### src/rtl/ofs_fim_eth_if_pkg.sv
// ============================================================================
// Module      : ofs_fim_eth_if_pkg
// Description : Shared FIM Ethernet interface constants and types. It supplies
//               the TX packet beat width and the TX error sideband width. It
//               also defines the state type for the packet-level TX arbiter.
// Revision    : 1.0 - initial release
// ============================================================================
`default_nettype none

package ofs_fim_eth_if_pkg;

  // Width of one TX AXI-S data beat toward the HSSI subsystem.
  localparam int ETH_PACKET_WIDTH   = 64;
  // Width of the per-beat TX error/sideband field (tuser).
  localparam int ETH_TX_ERROR_WIDTH = 1;

  // Packet-level TX arbiter: IDLE = no owner, BUSY = a port owns the channel.
  typedef enum logic [0:0] {
    IDLE = 1'b0,
    BUSY = 1'b1
  } eth_tx_arb_state_e;

endpackage : ofs_fim_eth_if_pkg

`default_nettype wire

### src/rtl/axis_register.sv
// ============================================================================
// Module      : axis_register
// Description : One-stage AXI-S register slice.
//               MODE=0 is a skid buffer that fully registers s_tready, so no
//               combinational path runs from m_tready to s_tready.
//               Any other MODE is a simple pipeline register whose s_tready
//               depends combinationally on m_tready.
//               Disabled sideband fields are not carried. On the output,
//               tkeep reads as all ones and the other fields read as zero.
// Ports       : clk, rst_n           - clock, async active-low reset
//               s_t*                 - slave (input) AXI-S channel
//               m_t*                 - master (output) AXI-S channel
// Revision    : 1.0 - initial release
// ============================================================================
`default_nettype none

module axis_register #(
  parameter int MODE           = 0,
  parameter int TREADY_RST_VAL = 0,
  parameter int ENABLE_TKEEP   = 1,
  parameter int ENABLE_TLAST   = 1,
  parameter int ENABLE_TID     = 0,
  parameter int ENABLE_TDEST   = 0,
  parameter int ENABLE_TUSER   = 1,
  parameter int TDATA_WIDTH    = 64,
  parameter int TID_WIDTH      = 8,
  parameter int TDEST_WIDTH    = 8,
  parameter int TUSER_WIDTH    = 1
) (
  input  logic                     clk,
  input  logic                     rst_n,

  output logic                     s_tready,
  input  logic                     s_tvalid,
  input  logic [TDATA_WIDTH-1:0]   s_tdata,
  input  logic [TDATA_WIDTH/8-1:0] s_tkeep,
  input  logic                     s_tlast,
  input  logic [TID_WIDTH-1:0]     s_tid,
  input  logic [TDEST_WIDTH-1:0]   s_tdest,
  input  logic [TUSER_WIDTH-1:0]   s_tuser,

  input  logic                     m_tready,
  output logic                     m_tvalid,
  output logic [TDATA_WIDTH-1:0]   m_tdata,
  output logic [TDATA_WIDTH/8-1:0] m_tkeep,
  output logic                     m_tlast,
  output logic [TID_WIDTH-1:0]     m_tid,
  output logic [TDEST_WIDTH-1:0]   m_tdest,
  output logic [TUSER_WIDTH-1:0]   m_tuser
);

  localparam int KW = TDATA_WIDTH / 8;
  localparam int PW = TDATA_WIDTH + KW + 1 + TID_WIDTH + TDEST_WIDTH + TUSER_WIDTH;

  // Payload bit offsets.
  localparam int K_LSB = TDATA_WIDTH;
  localparam int L_BIT = K_LSB + KW;
  localparam int I_LSB = L_BIT + 1;
  localparam int D_LSB = I_LSB + TID_WIDTH;
  localparam int U_LSB = D_LSB + TDEST_WIDTH;

  logic [PW-1:0] in_payload;
  logic [PW-1:0] out_payload;

  // Disabled fields are stored as constants so their flops optimise away.
  assign in_payload = {
    (ENABLE_TUSER != 0) ? s_tuser : {TUSER_WIDTH{1'b0}},
    (ENABLE_TDEST != 0) ? s_tdest : {TDEST_WIDTH{1'b0}},
    (ENABLE_TID   != 0) ? s_tid   : {TID_WIDTH{1'b0}},
    (ENABLE_TLAST != 0) ? s_tlast : 1'b0,
    (ENABLE_TKEEP != 0) ? s_tkeep : {KW{1'b1}},
    s_tdata
  };

  assign m_tdata = out_payload[TDATA_WIDTH-1:0];
  assign m_tkeep = out_payload[K_LSB +: KW];
  assign m_tlast = out_payload[L_BIT];
  assign m_tid   = out_payload[I_LSB +: TID_WIDTH];
  assign m_tdest = out_payload[D_LSB +: TDEST_WIDTH];
  assign m_tuser = out_payload[U_LSB +: TUSER_WIDTH];

  generate
    if (MODE == 0) begin : g_skid
      logic          out_valid_q, out_valid_d;
      logic          skid_valid_q, skid_valid_d;
      logic          ready_q, ready_d;
      logic [PW-1:0] out_payload_q, out_payload_d;
      logic [PW-1:0] skid_payload_q, skid_payload_d;
      logic          in_hs;

      assign in_hs = s_tvalid & ready_q;

      always_comb begin
        out_valid_d    = out_valid_q;
        out_payload_d  = out_payload_q;
        skid_valid_d   = skid_valid_q;
        skid_payload_d = skid_payload_q;
        if (m_tready || !out_valid_q) begin
          // Output is free: refill from the skid first, else from the input.
          // While the skid is full ready_q is low, so no input beat competes.
          if (skid_valid_q) begin
            out_valid_d   = 1'b1;
            out_payload_d = skid_payload_q;
            skid_valid_d  = 1'b0;
          end else begin
            out_valid_d = in_hs;
            if (in_hs) begin
              out_payload_d = in_payload;
            end
          end
        end else if (in_hs) begin
          // Output stalled: the beat accepted on the registered ready parks here.
          skid_valid_d   = 1'b1;
          skid_payload_d = in_payload;
        end
        ready_d = ~skid_valid_d;
      end

      always_ff @(posedge clk or negedge rst_n) begin
        if (!rst_n) begin
          out_valid_q  <= 1'b0;
          skid_valid_q <= 1'b0;
          ready_q      <= (TREADY_RST_VAL != 0);
        end else begin
          out_valid_q  <= out_valid_d;
          skid_valid_q <= skid_valid_d;
          ready_q      <= ready_d;
        end
      end

      // The datapath is qualified by the valid flops, so it needs no reset.
      always_ff @(posedge clk) begin
        out_payload_q  <= out_payload_d;
        skid_payload_q <= skid_payload_d;
      end

      assign s_tready    = ready_q;
      assign m_tvalid    = out_valid_q;
      assign out_payload = out_payload_q;
    end else begin : g_pipe
      logic          out_valid_q;
      logic [PW-1:0] out_payload_q;
      logic          ready;

      assign ready = ~out_valid_q | m_tready;

      always_ff @(posedge clk or negedge rst_n) begin
        if (!rst_n) begin
          out_valid_q <= 1'b0;
        end else if (ready) begin
          out_valid_q <= s_tvalid;
        end
      end

      always_ff @(posedge clk) begin
        if (ready && s_tvalid) begin
          out_payload_q <= in_payload;
        end
      end

      assign s_tready    = ready;
      assign m_tvalid    = out_valid_q;
      assign out_payload = out_payload_q;
    end
  endgenerate

endmodule : axis_register

`default_nettype wire

### src/rtl/eth_tx_pkt_rr_arb.sv
// ============================================================================
// Module      : eth_tx_pkt_rr_arb
// Description : Packet-level round-robin arbiter that shares one HSSI Ethernet
//               TX AXI-S channel between NUM_PORTS requesters. Ownership
//               changes only at packet boundaries, and the granted stream
//               passes through one registered skid stage.
// Ports       : clk, rst_n     - TX channel clock, async active-low reset
//               port_en        - per-port enable, sampled only at grant decisions
//               s_t*           - NUM_PORTS packed requester AXI-S slaves
//               m_t*           - shared AXI-S master toward the TX pipeline
//               grant_id       - current owner, valid while busy=1
//               busy           - 1 while a port owns the channel
// Revision    : 1.0 - initial release
// ============================================================================
`default_nettype none

module eth_tx_pkt_rr_arb
  import ofs_fim_eth_if_pkg::*;
#(
  parameter int NUM_PORTS   = 4,
  parameter int TDATA_WIDTH = ETH_PACKET_WIDTH,
  parameter int TUSER_WIDTH = ETH_TX_ERROR_WIDTH
) (
  input  logic                                 clk,
  input  logic                                 rst_n,
  input  logic [NUM_PORTS-1:0]                 port_en,

  input  logic [NUM_PORTS-1:0]                 s_tvalid,
  output logic [NUM_PORTS-1:0]                 s_tready,
  input  logic [NUM_PORTS*TDATA_WIDTH-1:0]     s_tdata,
  input  logic [NUM_PORTS*TDATA_WIDTH/8-1:0]   s_tkeep,
  input  logic [NUM_PORTS-1:0]                 s_tlast,
  input  logic [NUM_PORTS*TUSER_WIDTH-1:0]     s_tuser,

  output logic                                 m_tvalid,
  input  logic                                 m_tready,
  output logic [TDATA_WIDTH-1:0]               m_tdata,
  output logic [TDATA_WIDTH/8-1:0]             m_tkeep,
  output logic                                 m_tlast,
  output logic [TUSER_WIDTH-1:0]               m_tuser,

  output logic [$clog2(NUM_PORTS)-1:0]         grant_id,
  output logic                                 busy
);

  localparam int ID_W = $clog2(NUM_PORTS);
  localparam int KW   = TDATA_WIDTH / 8;

  // Returns {found, index} of the first set bit of elig, scanning
  // ptr+1, ptr+2, ... with wrap. Walking from the far end lets the nearest
  // candidate overwrite the result last.
  function automatic logic [ID_W:0] rr_pick(input logic [NUM_PORTS-1:0] elig,
                                            input logic [ID_W-1:0]      ptr);
    logic [ID_W:0]   res;
    logic [ID_W-1:0] idx;
    res = '0;
    for (int k = NUM_PORTS; k >= 1; k--) begin
      idx = ID_W'((int'(ptr) + k) % NUM_PORTS);
      if (elig[idx]) begin
        res = {1'b1, idx};
      end
    end
    return res;
  endfunction

  eth_tx_arb_state_e  state_q, state_d;
  logic [ID_W-1:0]    grant_id_q, grant_id_d;
  logic [ID_W-1:0]    rr_ptr_q, rr_ptr_d;

  logic [NUM_PORTS-1:0] elig;
  logic [NUM_PORTS-1:0] others;
  logic [ID_W:0]        pick;
  logic                 is_busy;
  logic                 in_tvalid;
  logic                 in_tready;
  logic [TDATA_WIDTH-1:0] in_tdata;
  logic [KW-1:0]          in_tkeep;
  logic                   in_tlast;
  logic [TUSER_WIDTH-1:0] in_tuser;
  logic                   pkt_end;
  logic                   unused_tid;
  logic                   unused_tdest;

  assign is_busy = (state_q == BUSY);
  assign elig    = s_tvalid & port_en;

  // Granted-port mux into the out stage.
  assign in_tvalid = is_busy & s_tvalid[grant_id_q];
  assign in_tdata  = s_tdata[int'(grant_id_q)*TDATA_WIDTH +: TDATA_WIDTH];
  assign in_tkeep  = s_tkeep[int'(grant_id_q)*KW +: KW];
  assign in_tlast  = s_tlast[grant_id_q];
  assign in_tuser  = s_tuser[int'(grant_id_q)*TUSER_WIDTH +: TUSER_WIDTH];

  // Only the owner sees the out stage's registered ready.
  always_comb begin
    s_tready = '0;
    if (is_busy) begin
      s_tready[grant_id_q] = in_tready;
    end
  end

  assign pkt_end = in_tvalid & in_tready & in_tlast;

  always_comb begin
    state_d    = state_q;
    grant_id_d = grant_id_q;
    rr_ptr_d   = rr_ptr_q;
    others     = elig;
    others[grant_id_q] = 1'b0;
    pick       = '0;
    case (state_q)
      IDLE: begin
        pick = rr_pick(elig, rr_ptr_q);
        if (pick[ID_W]) begin
          grant_id_d = pick[ID_W-1:0];
          state_d    = BUSY;
        end
      end
      BUSY: begin
        if (pkt_end) begin
          rr_ptr_d = grant_id_q;
          // The finishing port may keep the channel only when nobody else wants it.
          pick = rr_pick((others != '0) ? others : elig, grant_id_q);
          if (pick[ID_W]) begin
            grant_id_d = pick[ID_W-1:0];
          end else begin
            state_d = IDLE;
          end
        end
      end
      default: state_d = IDLE;
    endcase
  end

  always_ff @(posedge clk or negedge rst_n) begin
    if (!rst_n) begin
      state_q    <= IDLE;
      grant_id_q <= '0;
      rr_ptr_q   <= ID_W'(NUM_PORTS - 1);
    end else begin
      state_q    <= state_d;
      grant_id_q <= grant_id_d;
      rr_ptr_q   <= rr_ptr_d;
    end
  end

  assign grant_id = grant_id_q;
  assign busy     = is_busy;

  axis_register #(
    .MODE           (0),
    .TREADY_RST_VAL (0),
    .ENABLE_TKEEP   (1),
    .ENABLE_TLAST   (1),
    .ENABLE_TID     (0),
    .ENABLE_TDEST   (0),
    .ENABLE_TUSER   (1),
    .TDATA_WIDTH    (TDATA_WIDTH),
    .TID_WIDTH      (1),
    .TDEST_WIDTH    (1),
    .TUSER_WIDTH    (TUSER_WIDTH)
  ) u_out_reg (
    .clk      (clk),
    .rst_n    (rst_n),
    .s_tready (in_tready),
    .s_tvalid (in_tvalid),
    .s_tdata  (in_tdata),
    .s_tkeep  (in_tkeep),
    .s_tlast  (in_tlast),
    .s_tid    (1'b0),
    .s_tdest  (1'b0),
    .s_tuser  (in_tuser),
    .m_tready (m_tready),
    .m_tvalid (m_tvalid),
    .m_tdata  (m_tdata),
    .m_tkeep  (m_tkeep),
    .m_tlast  (m_tlast),
    .m_tid    (unused_tid),
    .m_tdest  (unused_tdest),
    .m_tuser  (m_tuser)
  );

endmodule : eth_tx_pkt_rr_arb

`default_nettype wire

### config.mk
export PLATFORM = sky130hd
export DESIGN_NAME = eth_tx_pkt_rr_arb
export DESIGN_NICKNAME = d
export VERILOG_FILES = /design/src/rtl/ofs_fim_eth_if_pkg.sv /design/src/rtl/axis_register.sv /design/src/rtl/eth_tx_pkt_rr_arb.sv
export SDC_FILE = /design/constraint.sdc
export NUM_CORES = 1
export LEC_CHECK = 0
export CORE_ASPECT_RATIO = 1.2
export CORE_MARGIN = 10
export CORE_UTILIZATION = 40
export CTS_CLUSTER_SIZE = 8
export DETAILED_ROUTE_END_ITERATION = 7
export PLACE_DENSITY = 0.82
export REMOVE_ABC_BUFFERS = 1
export SYNTH_ARGS = -nofsm -noshare
export SYNTH_HDL_FRONTEND = slang
export SYNTH_HIERARCHICAL = 1
export SYNTH_SLANG_ARGS = --single-unit
export TNS_END_PERCENT = 30
### constraint.sdc
create_clock -name clk -period 6.05 [get_ports clk]
set_clock_uncertainty 0.1 [all_clocks]
set_input_delay 1.21 -clock clk [delete_from_list [all_inputs] [get_ports clk]]
set_output_delay 1.21 -clock clk [all_outputs]
set_load 0.005 [all_outputs]
======== After elaboration in Yosys (flattened, before gate mapping) ========
Cells that the tools add are included.
storage, ports and cells
  word-level logic and storage cells ...... 99
  input bits .............................. 307
  latch bits .............................. 0
  register bits ........................... 156
  ROM bits ................................ 0
  memories kept ........................... 0
  output and inout bits ................... 82
  bits in writable memories ............... 0
cells by class
  shift operators ......................... 3
  multipliers ............................. 0
  multiplexer cells ....................... 48
  bitwise gates (word level) .............. 10
  magnitude comparators ................... 10
  reduce and logical (&&, ||, !) cells .... 9
  equality and inequality tests ........... 3
  div/mod/pow operators ................... 0
  add/subtract/negate cells ............... 8
operator list
  kind                                                                number
  indexed part select 256 x 9 -> 64 bit                               1
  2-to-1 mux 76 bit                                                   2
  2-to-1 mux 3 bit                                                    11
  indexed part select 32 x 6 -> 8 bit                                 1
  less-than comparator 2 x 3 -> 1 bit (second input constant)         9
  binary-select mux 1 bit (select 2 bit)                              10
  2-to-1 mux 1 bit                                                    17
  bitwise AND 4 bit                                                   3
  adder 2 x 1 -> 2 bit (second input constant)                        4
  adder 2 bit (second input constant)                                 4
  2-to-1 mux 4 bit                                                    2
  2-to-1 mux 2 bit                                                    3
  != test 2 x 1 -> 1 bit (second input constant)                      3
  AND reduction 2 bit                                                 3
  inverter 4 bit                                                      1
  one-hot mux 2 bit (2 select lines)                                  1
  nonzero test 4 bit                                                  1
  indexed part select 4 x 3 -> 1 bit                                  1
  bitwise AND 1 bit                                                   3
  inverter 1 bit                                                      3
  AND reduction 3 bit                                                 1
  demux 1 bit (select 2 bit)                                          1
  greater-or-equal comparator 2 x 1 -> 1 bit (second input constant)  1
  one-hot mux 1 bit (2 select lines)                                  1
  4 further kinds                                                     4

======== Logic depth before layout (Yosys ltp) ========
  depth after elaboration ................. 19
  depth in mapped cells ................... 10
  depth with buffers taken out ............ 8

======== Hierarchy ========
The synthesis kept the hierarchy.
modules (own cells, without submodules)
  module             seq. area each (um2)  area an instance (um2)  times used  cells an instance
  axis_register      4519.3                5677.9                  1           244
  eth_tx_pkt_rr_arb  127.6                 2534.9                  1           181

======== Worst setup path before layout ========
No wires, ideal clock.
  path kind ............................... input port to flip-flop
  start point ............................. input port s_tvalid[1]
  end point ............................... register u_out_reg.g_skid.out_payload_q[0] (enable)
  path slack .............................. 665 ps
  path buffers ............................ 0
  library setup time ...................... 507 ps
  data required time ...................... 5443 ps
  stages on the path ...................... 4
  arrival time ............................ 4778 ps
  cells stage by stage .................... mux4_2 > and2_1 > a21oi_1 > nor2_1
on the way
  cells in the longest elaborated chain, start to end .. 6
RTL lines
  what                                    RTL line                 RTL
  start, declared                         eth_tx_pkt_rr_arb.sv:28  input logic [NUM_PORTS-1:0] s_tvalid,
  binary-select mux 1 bit (select 2 bit)  eth_tx_pkt_rr_arb.sv:88  assign in_tvalid = is_busy & s_tvalid[grant_id_q];
  2-to-1 mux 1 bit (implied by the code)  eth_tx_pkt_rr_arb.sv:88
  bitwise AND 1 bit                       eth_tx_pkt_rr_arb.sv:88
  via in_tvalid                           eth_tx_pkt_rr_arb.sv:74  logic in_tvalid;
  bitwise AND 1 bit                       axis_register.sv:91      assign in_hs = s_tvalid & ready_q;
  nonzero test 2 bit (no line)            n/a
  AND reduction 2 bit (no line)           n/a
  end signal, assigned                    axis_register.sv:133     out_payload_q <= out_payload_d;
  end, declared                           axis_register.sv:87      logic [PW-1:0] out_payload_q, out_payload_d;
The timed path passes the listed nets, and every way through them passes these cells. The select of a mux whose other input is x is not followed.
A chain may end at the register's enable or synchronous reset.

======== Worst setup path in the final report ========
  start point ............................. register grant_id_q[0], in the netlist grant_id[0]
  end point ............................... output port s_tready[0]
on the way
  cells in the longest elaborated chain, start to end .. 6
  elaborated cells between the ends (all ways) .. 7
  those cells by class .................... order compare: 2; mux: 3; bitwise: 1; reduce/logical: 1
RTL lines
  what                                                                                                                     RTL line                  RTL
  start, declared                                                                                                          eth_tx_pkt_rr_arb.sv:67   logic [ID_W-1:0] grant_id_q, grant_id_d;
  start signal, assigned                                                                                                   eth_tx_pkt_rr_arb.sv:142  grant_id_q <= grant_id_d;
  less-than comparator 2 x 3 -> 1 bit (implied by the code) or greater-or-equal comparator 2 x 1 -> 1 bit (tied branches)  eth_tx_pkt_rr_arb.sv:98   s_tready[grant_id_q] = in_tready;
  logical AND 1 bit (implied by the code)                                                                                  eth_tx_pkt_rr_arb.sv:98
  2-to-1 mux 1 bit (implied by the code)                                                                                   eth_tx_pkt_rr_arb.sv:98
  demux 1 bit (select 2 bit) *                                                                                             eth_tx_pkt_rr_arb.sv:98
  bitwise AND 4 bit (no line) *                                                                                            n/a
  2-to-1 mux 4 bit *                                                                                                       eth_tx_pkt_rr_arb.sv:97   if (is_busy) begin
  end, declared                                                                                                            eth_tx_pkt_rr_arb.sv:29   output logic [NUM_PORTS-1:0] s_tready,
Every way passes the cells marked *; elsewhere a longest branch is shown, timed or not.

==> flow_summary.html <==
<table>
<tr><th>Metric</th><th>Value</th></tr>
<tr><th colspan="2">Outcome</th></tr>
<tr><td>Result of the run</td><td>complete, no violations</td></tr>
<tr><th colspan="2">GRT</th></tr>
<tr><td>Largest net degree at the start of global routing</td><td>75</td></tr>
<tr><td>Final global-route overflow total</td><td>0</td></tr>
<tr><td>Total routing resource utilization after global routing</td><td>18.8%</td></tr>
<tr><td>Vias in the first global route</td><td>6367</td></tr>
<tr><td>Antenna violations before repair</td><td>2</td></tr>
<tr><td>Wire length of the first global-routing pass</td><td>37.9 mm</td></tr>
<tr><th colspan="2">Clocking</th></tr>
<tr><td>Sinks on Clock Net</td><td>156</td></tr>
<tr><td>Number of setup buffers added after CTS</td><td>0</td></tr>
<tr><td>Clock tree from TritonCTS</td><td>built</td></tr>
<tr><td>Number of clock buffers inserted by TritonCTS</td><td>17</td></tr>
<tr><td>Later-pin clock latency in the skew report</td><td>0.41 ns</td></tr>
<tr><td>CTS Hold Buffers Added</td><td>0</td></tr>
<tr><td>CTS-repair resized insts</td><td>0</td></tr>
<tr><td>Maximum count of clock buffers along a single path</td><td>2</td></tr>
<tr><td>Buffer type at the clock tree root</td><td>sky130_fd_sc_hd__clkbuf_16</td></tr>
<tr><td>H-tree lvl count</td><td>4</td></tr>
<tr><td>Clock-pin slew on the worst setup and hold paths</td><td>0.06 ns</td></tr>
<tr><th colspan="2">Worst setup path</th></tr>
<tr><td>Peak fanout along the critical path</td><td>58</td></tr>
<tr><td>Worst setup SP type</td><td>flip-flop</td></tr>
<tr><td>Req. time, crit path</td><td>4.74 ns</td></tr>
<tr><td>Category of the critical setup timing path</td><td>reg -&gt; out</td></tr>
<tr><td>Worst path arrival time</td><td>2.91 ns</td></tr>
<tr><td>Category of the worst setup path capture point</td><td>output port</td></tr>
<tr><th colspan="2">Synthesis</th></tr>
<tr><td>Yosys warnings</td><td>6</td></tr>
<tr><td>Syn Inst Count</td><td>421</td></tr>
<tr><td>Synth Cell Area</td><td>8190 um2</td></tr>
<tr><td>Mean cell area of the mapped netlist</td><td>19.5 um2</td></tr>
<tr><th colspan="2">Floorplanning</th></tr>
<tr><td>Initial core utilization</td><td>40.6%</td></tr>
<tr><td>Placement row count</td><td>57</td></tr>
<tr><td>I/O pin total</td><td>389</td></tr>
<tr><td>Die X-Extent</td><td>151 um</td></tr>
<tr><td>Die footprint</td><td>26600 um2</td></tr>
<tr><td>Die outline height</td><td>177 um</td></tr>
<tr><td>Floorplan Core Area</td><td>20200 um2</td></tr>
<tr><th colspan="2">Pwr</th></tr>
<tr><td>Portion of total power attributed to sequential cells</td><td>37.5%</td></tr>
<tr><td>Power density normalized to cell area</td><td>466 nW/um2</td></tr>
<tr><td>Leak</td><td>4.49 nW</td></tr>
<tr><td>Combinational fraction of design power</td><td>45.0%</td></tr>
<tr><td>Worst IR drop on VDD</td><td>329 uV</td></tr>
<tr><td>Sw Ratio</td><td>30.0%</td></tr>
<tr><td>Net load switching power</td><td>1.80 mW</td></tr>
<tr><td>Clock network fraction of total power</td><td>17.5%</td></tr>
<tr><td>Internal power summed over all cells</td><td>4.20 mW</td></tr>
<tr><th colspan="2">Timing</th></tr>
<tr><td>Minimum clock period</td><td>4.22 ns</td></tr>
<tr><td>Worst path setup slack after routing</td><td>1.83 ns</td></tr>
<tr><td>F_max</td><td>237 MHz</td></tr>
<tr><td>Period Utilization, post-route</td><td>69.7%</td></tr>
<tr><td>Final hold violation count</td><td>0</td></tr>
<tr><td>Final slew viol count</td><td>0</td></tr>
<tr><td>Final worst hold slack</td><td>0.410 ns</td></tr>
<tr><td>Worst-case headroom to the max-slew limit</td><td>28.5%</td></tr>
<tr><td>Count of endpoints failing setup in the final report</td><td>0</td></tr>
<tr><td>Slew at the pin with the worst max-slew slack</td><td>1.07 ns</td></tr>
<tr><td>Unrepaired setup endpoints after global routing</td><td>no</td></tr>
<tr><th colspan="2">Route</th></tr>
<tr><td>Remaining antenna violation count after routing</td><td>0</td></tr>
<tr><td>DR vias/cell</td><td>5.28</td></tr>
<tr><td>Routed len/inst</td><td>23.8 um</td></tr>
<tr><td>Number of design rule violations left after detail routing</td><td>0</td></tr>
<tr><td>Drt total wl</td><td>25.7 mm</td></tr>
<tr><td>Iteration-0 DRC count of the detailed router</td><td>258</td></tr>
<tr><td>First-pass iteration count of the detailed router</td><td>4</td></tr>
<tr><td>Vias</td><td>5712</td></tr>
<tr><th colspan="2">Layout</th></tr>
<tr><td>Ant diodes</td><td>0</td></tr>
<tr><td>Final net count</td><td>1115</td></tr>
<tr><td>Highest-count cells in the layout ignoring fill and taps</td><td>sky130_fd_sc_hd__clkdlybuf4s50_1 (388), sky130_fd_sc_hd__edfxtp_1 (148), sky130_fd_sc_hd__mux4_2 (75)</td></tr>
<tr><td>Share of cells above drive strength 1</td><td>24.4%</td></tr>
<tr><td>Area grow syn2layout</td><td>57.0%</td></tr>
<tr><td>Storage cell area</td><td>4660 um2</td></tr>
<tr><td>Most common cell after layout, fill and taps aside</td><td>sky130_fd_sc_hd__clkdlybuf4s50_1</td></tr>
<tr><td>Fill cell count</td><td>1404</td></tr>
<tr><td>Footprint of the multi-input gates</td><td>3350 um2</td></tr>
<tr><th colspan="2">Place</th></tr>
<tr><td>PortBufs</td><td>388</td></tr>
<tr><td>Routability-driven placement congestion ratio</td><td>0.927</td></tr>
<tr><td>DPL Wire Length</td><td>20.5 mm</td></tr>
<tr><td>Pre-CTS setup slack</td><td>2.02 ns</td></tr>
<tr><th colspan="2">Min path</th></tr>
<tr><td>Worst min path class</td><td>reg -&gt; reg</td></tr>
<tr><th colspan="2">Flow run</th></tr>
<tr><td>Max-capacitance violation count</td><td>0</td></tr>
</table>
[stage by stage]
| step | area [um2] | cells | power [mW] | utilization [%] | setup TNS (ns) |
|---|---|---|---|---|---|
| 2_1_floorplan | 8000 | 392 | 3.86 | - | -140.33 |
| 3_3_place_gp | 12300 | 1050 | 4.93 | 60.8 | 0 |
| 3_5_place_dp | 12300 | 1050 | 5.02 | 60.8 | 0 |
| 4_1_cts | 12900 | 1082 | 6.10 | 63.7 | 0 |
| 5_1_grt | 12900 | 1082 | 6.31 | 63.7 | 0 |
| 6_report | 12900 | 1082 | 5.99 | 63.7 | 0 |
[power groups by stage]
stage                     combinational, mW  clock, mW  sequential [mW]
after floorplan                        1.49          0             2.37
after global placement                 2.68          0             2.25
after detailed placement               2.74          0             2.29
after CTS                              2.76       1.08             2.27
after global routing                   2.88       1.12             2.32
final                                  2.70       1.05             2.25
[worst max-delay path, stage by stage (launching register included)]
cell and delay (ns):
sky130_fd_sc_hd__dfrtp_4 1.13, sky130_fd_sc_hd__inv_1 0.34, sky130_fd_sc_hd__ha_1 0.36, sky130_fd_sc_hd__and3_1 0.19
sky130_fd_sc_hd__clkdlybuf4s50_1 0.45
[sequential cells by signal, summed over array words and instances (netlist names)]
signal                           flops
u_out_reg/s_tready                   1
busy                                 1
u_out_reg/g_skid.skid_valid_q        1
rr_ptr_q                             2
u_out_reg/g_skid.skid_payload_q     74
grant_id                             2
u_out_reg/m_tvalid                   1
u_out_reg/g_skid.out_payload_q      74
[worst paths after layout]
kind	start	to	slack [ns]	cells after the start
max	grant_id[0]	s_tready[0]	1.83	4
min in group asynchronous	rst_n	u_out_reg/m_tvalid	1.00	1
min reg2reg	rr_ptr_q[0]	rr_ptr_q[0]	0.41	2
min	rr_ptr_q[0]	rr_ptr_q[0]	0.41	2
max reg2reg	grant_id[0]	grant_id[0]	2.36	8
max in group asynchronous	rst_n	u_out_reg/g_skid.skid_valid_q	4.52	1
[area by class of cell]
cell class                      instances  area share, %
Sequential cell                       156           36.2
Timing Repair Buffer                  393           30.5
Multi-Input combinational cell        232           26.1
Clock buffer                           18           3.34
Tap cell                              265           2.58
Clock inverter                         14           1.22
Inverter                                4          0.117
[per-layer routing]
layer,vias to the layer above,wire length (um),GRT usage (%),part of all wire (%)
met5,-,34,0,0.13
met4,4,454,5.62,1.8
met3,31,2480,6.55,9.6
met2,287,13900,33.8,54
met1,2829,8840,20.1,34
li1,2561,-,-,-
(Power assumes the default switching activity.)
